**src/rtl/fir_block_sequencer.sv**
```systemverilog
// fir_block_sequencer: runs one block of samples through an external moving-sum FIR.
// Clears the delay line, feeds block_len samples plus TAP_SIZE-1 zeros, and forwards every output.
`default_nettype none

module fir_block_sequencer #(
    parameter int TAP_SIZE = 4,
    parameter int WIDTH    = 16,
    parameter int LEN_W    = 12,
    localparam int OUT_W   = WIDTH + $clog2(TAP_SIZE)
) (
    input  logic             clk,
    input  logic             reset,
    input  logic             start,
    input  logic [LEN_W-1:0] block_len,
    output logic             busy,
    output logic             done,
    output logic             err,
    input  logic             s_valid,
    output logic             s_ready,
    input  logic [WIDTH-1:0] s_data,
    output logic             fir_reset,
    output logic             fir_in_valid,
    output logic [WIDTH-1:0] fir_in,
    input  logic             fir_out_valid,
    input  logic [OUT_W-1:0] fir_out,
    output logic             m_valid,
    output logic [OUT_W-1:0] m_data,
    output logic             m_last
);

    localparam int CNT_W = LEN_W + 1;
    localparam int FL_W  = $clog2(TAP_SIZE) + 1;

    typedef enum logic [2:0] {
        S_IDLE  = 3'd0,
        S_CLEAR = 3'd1,
        S_FEED  = 3'd2,
        S_FLUSH = 3'd3,
        S_DRAIN = 3'd4,
        S_DONE  = 3'd5
    } state_t;

    state_t            state;
    state_t            state_nxt;
    logic [LEN_W-1:0]  len;
    logic [CNT_W-1:0]  in_cnt;
    logic [CNT_W-1:0]  out_cnt;
    logic [FL_W-1:0]   flush_cnt;

    logic              handshake;
    logic              last_in;
    logic              out_hit;
    logic [CNT_W-1:0]  total_out;

    assign total_out = {1'b0, len} + CNT_W'(TAP_SIZE - 1);
    assign handshake = (state == S_FEED) && s_valid;
    assign last_in   = handshake && ((in_cnt + CNT_W'(1)) == {1'b0, len});
    // FIR outputs are only forwarded while a block is in flight.
    assign out_hit   = busy && fir_out_valid;

    always_comb begin
        state_nxt    = state;
        busy         = 1'b0;
        done         = 1'b0;
        s_ready      = 1'b0;
        fir_in_valid = 1'b0;
        fir_in       = '0;
        // The delay line is held clear for as long as reset is asserted.
        fir_reset    = ~reset;

        case (state)
            S_IDLE: begin
                if (start) begin
                    state_nxt = (block_len != '0) ? S_CLEAR : S_DONE;
                end
            end
            S_CLEAR: begin
                busy      = 1'b1;
                fir_reset = 1'b1;
                state_nxt = S_FEED;
            end
            S_FEED: begin
                busy    = 1'b1;
                s_ready = 1'b1;
                if (s_valid) begin
                    fir_in_valid = 1'b1;
                    fir_in       = s_data;
                end
                if (last_in) begin
                    state_nxt = (TAP_SIZE > 1) ? S_FLUSH : S_DRAIN;
                end
            end
            S_FLUSH: begin
                busy         = 1'b1;
                fir_in_valid = 1'b1;
                if (flush_cnt == FL_W'(1)) begin
                    state_nxt = S_DRAIN;
                end
            end
            S_DRAIN: begin
                busy = 1'b1;
                if (m_last) begin
                    state_nxt = S_DONE;
                end
            end
            S_DONE: begin
                done      = 1'b1;
                state_nxt = S_IDLE;
            end
            default: begin
                state_nxt = S_IDLE;
            end
        endcase
    end

    assign err = start && busy;

    always_ff @(posedge clk or negedge reset) begin
        if (!reset) begin
            state <= S_IDLE;
        end else begin
            state <= state_nxt;
        end
    end

    always_ff @(posedge clk or negedge reset) begin
        if (!reset) begin
            len       <= '0;
            in_cnt    <= '0;
            flush_cnt <= '0;
        end else begin
            if (state == S_IDLE && start && block_len != '0) begin
                len    <= block_len;
                in_cnt <= '0;
            end else if (handshake) begin
                in_cnt <= in_cnt + CNT_W'(1);
            end

            if (last_in) begin
                flush_cnt <= FL_W'(TAP_SIZE - 1);
            end else if (state == S_FLUSH) begin
                flush_cnt <= flush_cnt - FL_W'(1);
            end
        end
    end

    always_ff @(posedge clk or negedge reset) begin
        if (!reset) begin
            out_cnt <= '0;
            m_valid <= 1'b0;
            m_data  <= '0;
            m_last  <= 1'b0;
        end else begin
            m_valid <= out_hit;
            m_data  <= out_hit ? fir_out : '0;
            m_last  <= out_hit && ((out_cnt + CNT_W'(1)) == total_out);
            if (state == S_IDLE) begin
                out_cnt <= '0;
            end else if (out_hit) begin
                out_cnt <= out_cnt + CNT_W'(1);
            end
        end
    end

endmodule

`default_nettype wire

```
**config.mk**
```make
export PLATFORM = sky130hd
export DESIGN_NAME = fir_block_sequencer
export DESIGN_NICKNAME = d
export VERILOG_FILES = /design/src/rtl/fir_block_sequencer.sv
export SDC_FILE = /design/constraint.sdc
export NUM_CORES = 1
export LEC_CHECK = 0
export ABC_AREA = 1
export CORE_AREA = 2 2 91 93
export DETAILED_ROUTE_END_ITERATION = 10
export DIE_AREA = 0 0 93 95
export GPL_TIMING_DRIVEN = 0
export PLACE_DENSITY = 0.87
export SYNTH_ARGS = -nofsm -noshare
export SYNTH_HDL_FRONTEND = slang
export SYNTH_SLANG_ARGS = --single-unit
export TNS_END_PERCENT = 5
```
**constraint.sdc**
```tcl
create_clock -name clk -period 2.02 [get_ports clk]
set_input_delay 0.404 -clock clk [delete_from_list [all_inputs] [get_ports clk]]
set_output_delay 0.404 -clock clk [all_outputs]
set_load 0.05 [all_outputs]
```
==> results.md <==
- HPWL after detailed placement: 7550 um
- Clk buf depth: 2
- YS warnings: 0
- # rows: 33
- Clock power frac: 0.209
- Crit Path Class: flop to primary output
- Io pins: 93
- CP Capture Type: primary output
- CP Launch Type: flop
- DRT Wirelength: around 10000 um
- Failing checks: negative setup slack
- CTS Root Cell: clkbuf_8
- Nets@finish: around 700
- Setup Skew: ~0.011 ns
- Critical Path AT: around 1.6 ns
- CTS tree: done
- Pre-CTS WS: -0.743 ns
- Final Setup Violations: 1
- Worst-margin pin slew: 0.582 ns
- Power, Total: between 6 and 7 mW
- 1st-pass router iterations: 5
- Synth Cell Area: about 3800 um2
- Via-to-Cell Ratio: ~5.3
- Period minus WS final: 2.02 ns
- PD cells: around 1200 nW/um2
- Int Pwr: 3.50 mW
- Post-synth EDFFs: 0
- Net Sw Power: between 2 and 3 mW
- Max-Cap Viols: 0
- Initial Util: 0.479
- Vias in the first global route: 3910
- Antenna violations before repair: 0
- DP Cell Count: about 730
- Final Slew Violations: 0
- Seq pwr share: 0.289
- Register bit total from synthesis: between 60 and 70
- Largest net degree at the start of global routing: 66
- Mapped Nets: 594
- Clk slew on worst S/H paths: approximately 0.070 ns
- Top FF cell, synth: dfrtp_1
- First-pass GRT wire length: roughly 17000 um
- Via count: 3988
- Worst Path Required: approximately 1.6 ns
- HP Class: primary input to async pin
- GP Congestion: 0.885
- CTS H-Tree Depth: 3
- GRT Residual Overflow: 0
- Non-Filler Instances: between 700 and 800
- Final WS setup: -0.00456 ns
- Post-DRT Antenna Nets: 0
- Final TNS setup: -0.00456 ns
- RSZ-0062 raised after global routing: true
- Drt drc: 0
- VDD IR max: approximately 0.83 mV
- Fin. Hold Viols: 0
- CTS sink cnt: 64
- Cells on worst reg2reg path: 12
- Top post-synthesis cells by area: dfrtp_1, nand2_1, inv_1
- Area growth, synth to finish: 37.1%
- Max_slew headroom: 0.612
- Filler Cell Count: 646
- Ys async rst share: 1.00
- Seq/Total Area, Yosys: 0.422
- Status: complete, but fails checks
- Routed wire per std cell: between 10 and 15 um
- Part of the cycle the worst path needs: 1.00
- Port bufs: 91
- Die Height: between 90 and 100 um
- TritonCTS Buffers: 9
- Drt initial violations: roughly 330
- Maximum fanout along the worst path: 10
- Ant. Diodes: 0
- Count of cell types in the netlist: 32
- Die area: between 8000 and 9000 um2
- Leading cell types by count after synthesis: nand2_1, inv_1, nor2_1
- Static Leak: roughly 2.6 nW
- Syn_area_per_cell: between 7 and 8 um2
- Sw frac: 0.457
- Most common cell in the netlist: nand2_1
- Synth top area share: 0.422
- Die X: 93 um
- Leading area contributor after synthesis: dfrtp_1
- Internal reg-to-reg setup slack: approximately 0.090 ns
- Fmax: around 500 MHz
- Clock latency on the worst-skew pair: between 0.3 and 0.4 ns
- Share of cells above drive strength 1: 0.141
- Syn Inst Count: approximately 540
- Total GRT Usage: 0.246
- Placeable Area: 7930 um2
- Comb pwr share: 0.502
[worst max-delay path, cell delays in order (launching register included)]
cell     delay [ns]
dfrtp_1        0.41
inv_2          0.10
nand3_4        0.10
nor2_4         0.21
inv_2          0.09
buf_8          0.15
nand2_4        0.06
buf_8          0.14
[sequential cells by signal (all words and copies together), names as in the netlist]
register,cells
m_data,18
in_cnt,13
out_cnt,13
len,12
flush_cnt,3
state,3
m_last,1
m_valid,1
[cell type report]
class | count | area [um2] | share of cell area
clock buffer | 9 | 124 | 0.0238
timing repair buffer | 97 | 932 | 0.179
sequential | 64 | 1600 | 0.308
tap | 105 | 131 | 0.0252
inverter | 85 | 319 | 0.0613
clock inverter | 7 | 120 | 0.0231
buffer | 13 | 81.3 | 0.0156
multi-input combinational | 376 | 1900 | 0.364
[path summary, 6_finish.rpt]
check	start	endpoint
max	state[0]$_DFFE_PN0P_	fir_in_valid
max in group asynchronous	reset	out_cnt[1]$_DFFE_PN0P_
min in group clk	flush_cnt[1]$_DFFE_PN0P_	flush_cnt[1]$_DFFE_PN0P_
max reg2reg	in_cnt[0]$_DFFE_PN0P_	state[2]$_DFFE_PN0P_
min reg2reg	flush_cnt[1]$_DFFE_PN0P_	flush_cnt[1]$_DFFE_PN0P_
min	reset	m_data[0]$_DFF_PN0_
[timing repair]
action / in CTS / in global routing
hold buffers: 0 / 0
resized for setup: 110 / 55
endpoints found under the setup margin: 43 / 38
pin swaps: 0 / 5
buffers inserted: 0 / 6
cloned: 0 / 0
[power by group through the flow]
| stage | Sequential (mW) | Clock, mW | Combinational (mW) |
|---|---|---|---|
| 3_5_place_dp | 1.86 | 0 | 3.05 |
| 2_1_floorplan | 2.12 | 0 | 1.86 |
| 3_3_place_gp | 1.85 | 0 | 2.96 |
| 4_1_cts | 1.85 | 1.35 | 3.05 |
| 5_1_grt | 1.89 | 1.42 | 3.57 |
| 6_report | 1.86 | 1.34 | 3.23 |
[placed cells by master, fill, tap and decap left out, types with 8 or more instances in the layout]
| master | instances |
|---|---|
| a21oi_1 | 15 |
| nor2_2 | 10 |
| o22ai_1 | 16 |
| nand2_1 | 139 |
| clkdlybuf4s50_1 | 68 |
| nand3_1 | 48 |
| nand4_1 | 10 |
| clkbuf_8 | 9 |
| o21ai_0 | 14 |
| inv_1 | 80 |
| dfrtp_1 | 62 |
| xor2_1 | 12 |
| buf_6 | 12 |
| nor2_1 | 67 |
| buf_2 | 12 |
| buf_4 | 8 |
[metrics by stage]
step | hold WS [ns] | util | instance area [um2]
2_1_floorplan | 0.108 | - | 3800
3_3_place_gp | 0.495 | 0.611 | 4840
6_report | 0.0360 | 0.657 | 5210
5_1_grt | 0.0842 | 0.657 | 5210
3_5_place_dp | 0.500 | 0.610 | 4840
4_1_cts | 0.177 | 0.642 | 5090
[metal layers]
metal  part of all wire  up-vias  wire length (um)  GRT usage
li1                   -     1920                 -          -
met2               0.51      182              5240      0.438
met1               0.39     1846              4010      0.269
met3              0.065       40               676     0.0630
met5                  0        -                 0          0
met4              0.043        0               444      0.130
[logic make-up (layout without fill, tap and decap cells)]
kind of cell / Yosys count / count (layout) / share of synthesized area
DFF: 64 / 64 / 0.422
buffers and inverters: 98 / 211 / 0.0998
AOI/OAI and AO/OA: 51 / 51 / 0.0758
xor gates and xnor gates: 16 / 16 / 0.0369
and+or+nand+nor: 304 / 304 / 0.349
adders and majority gates: 5 / 5 / 0.0165
(Power assumes the default switching activity.)
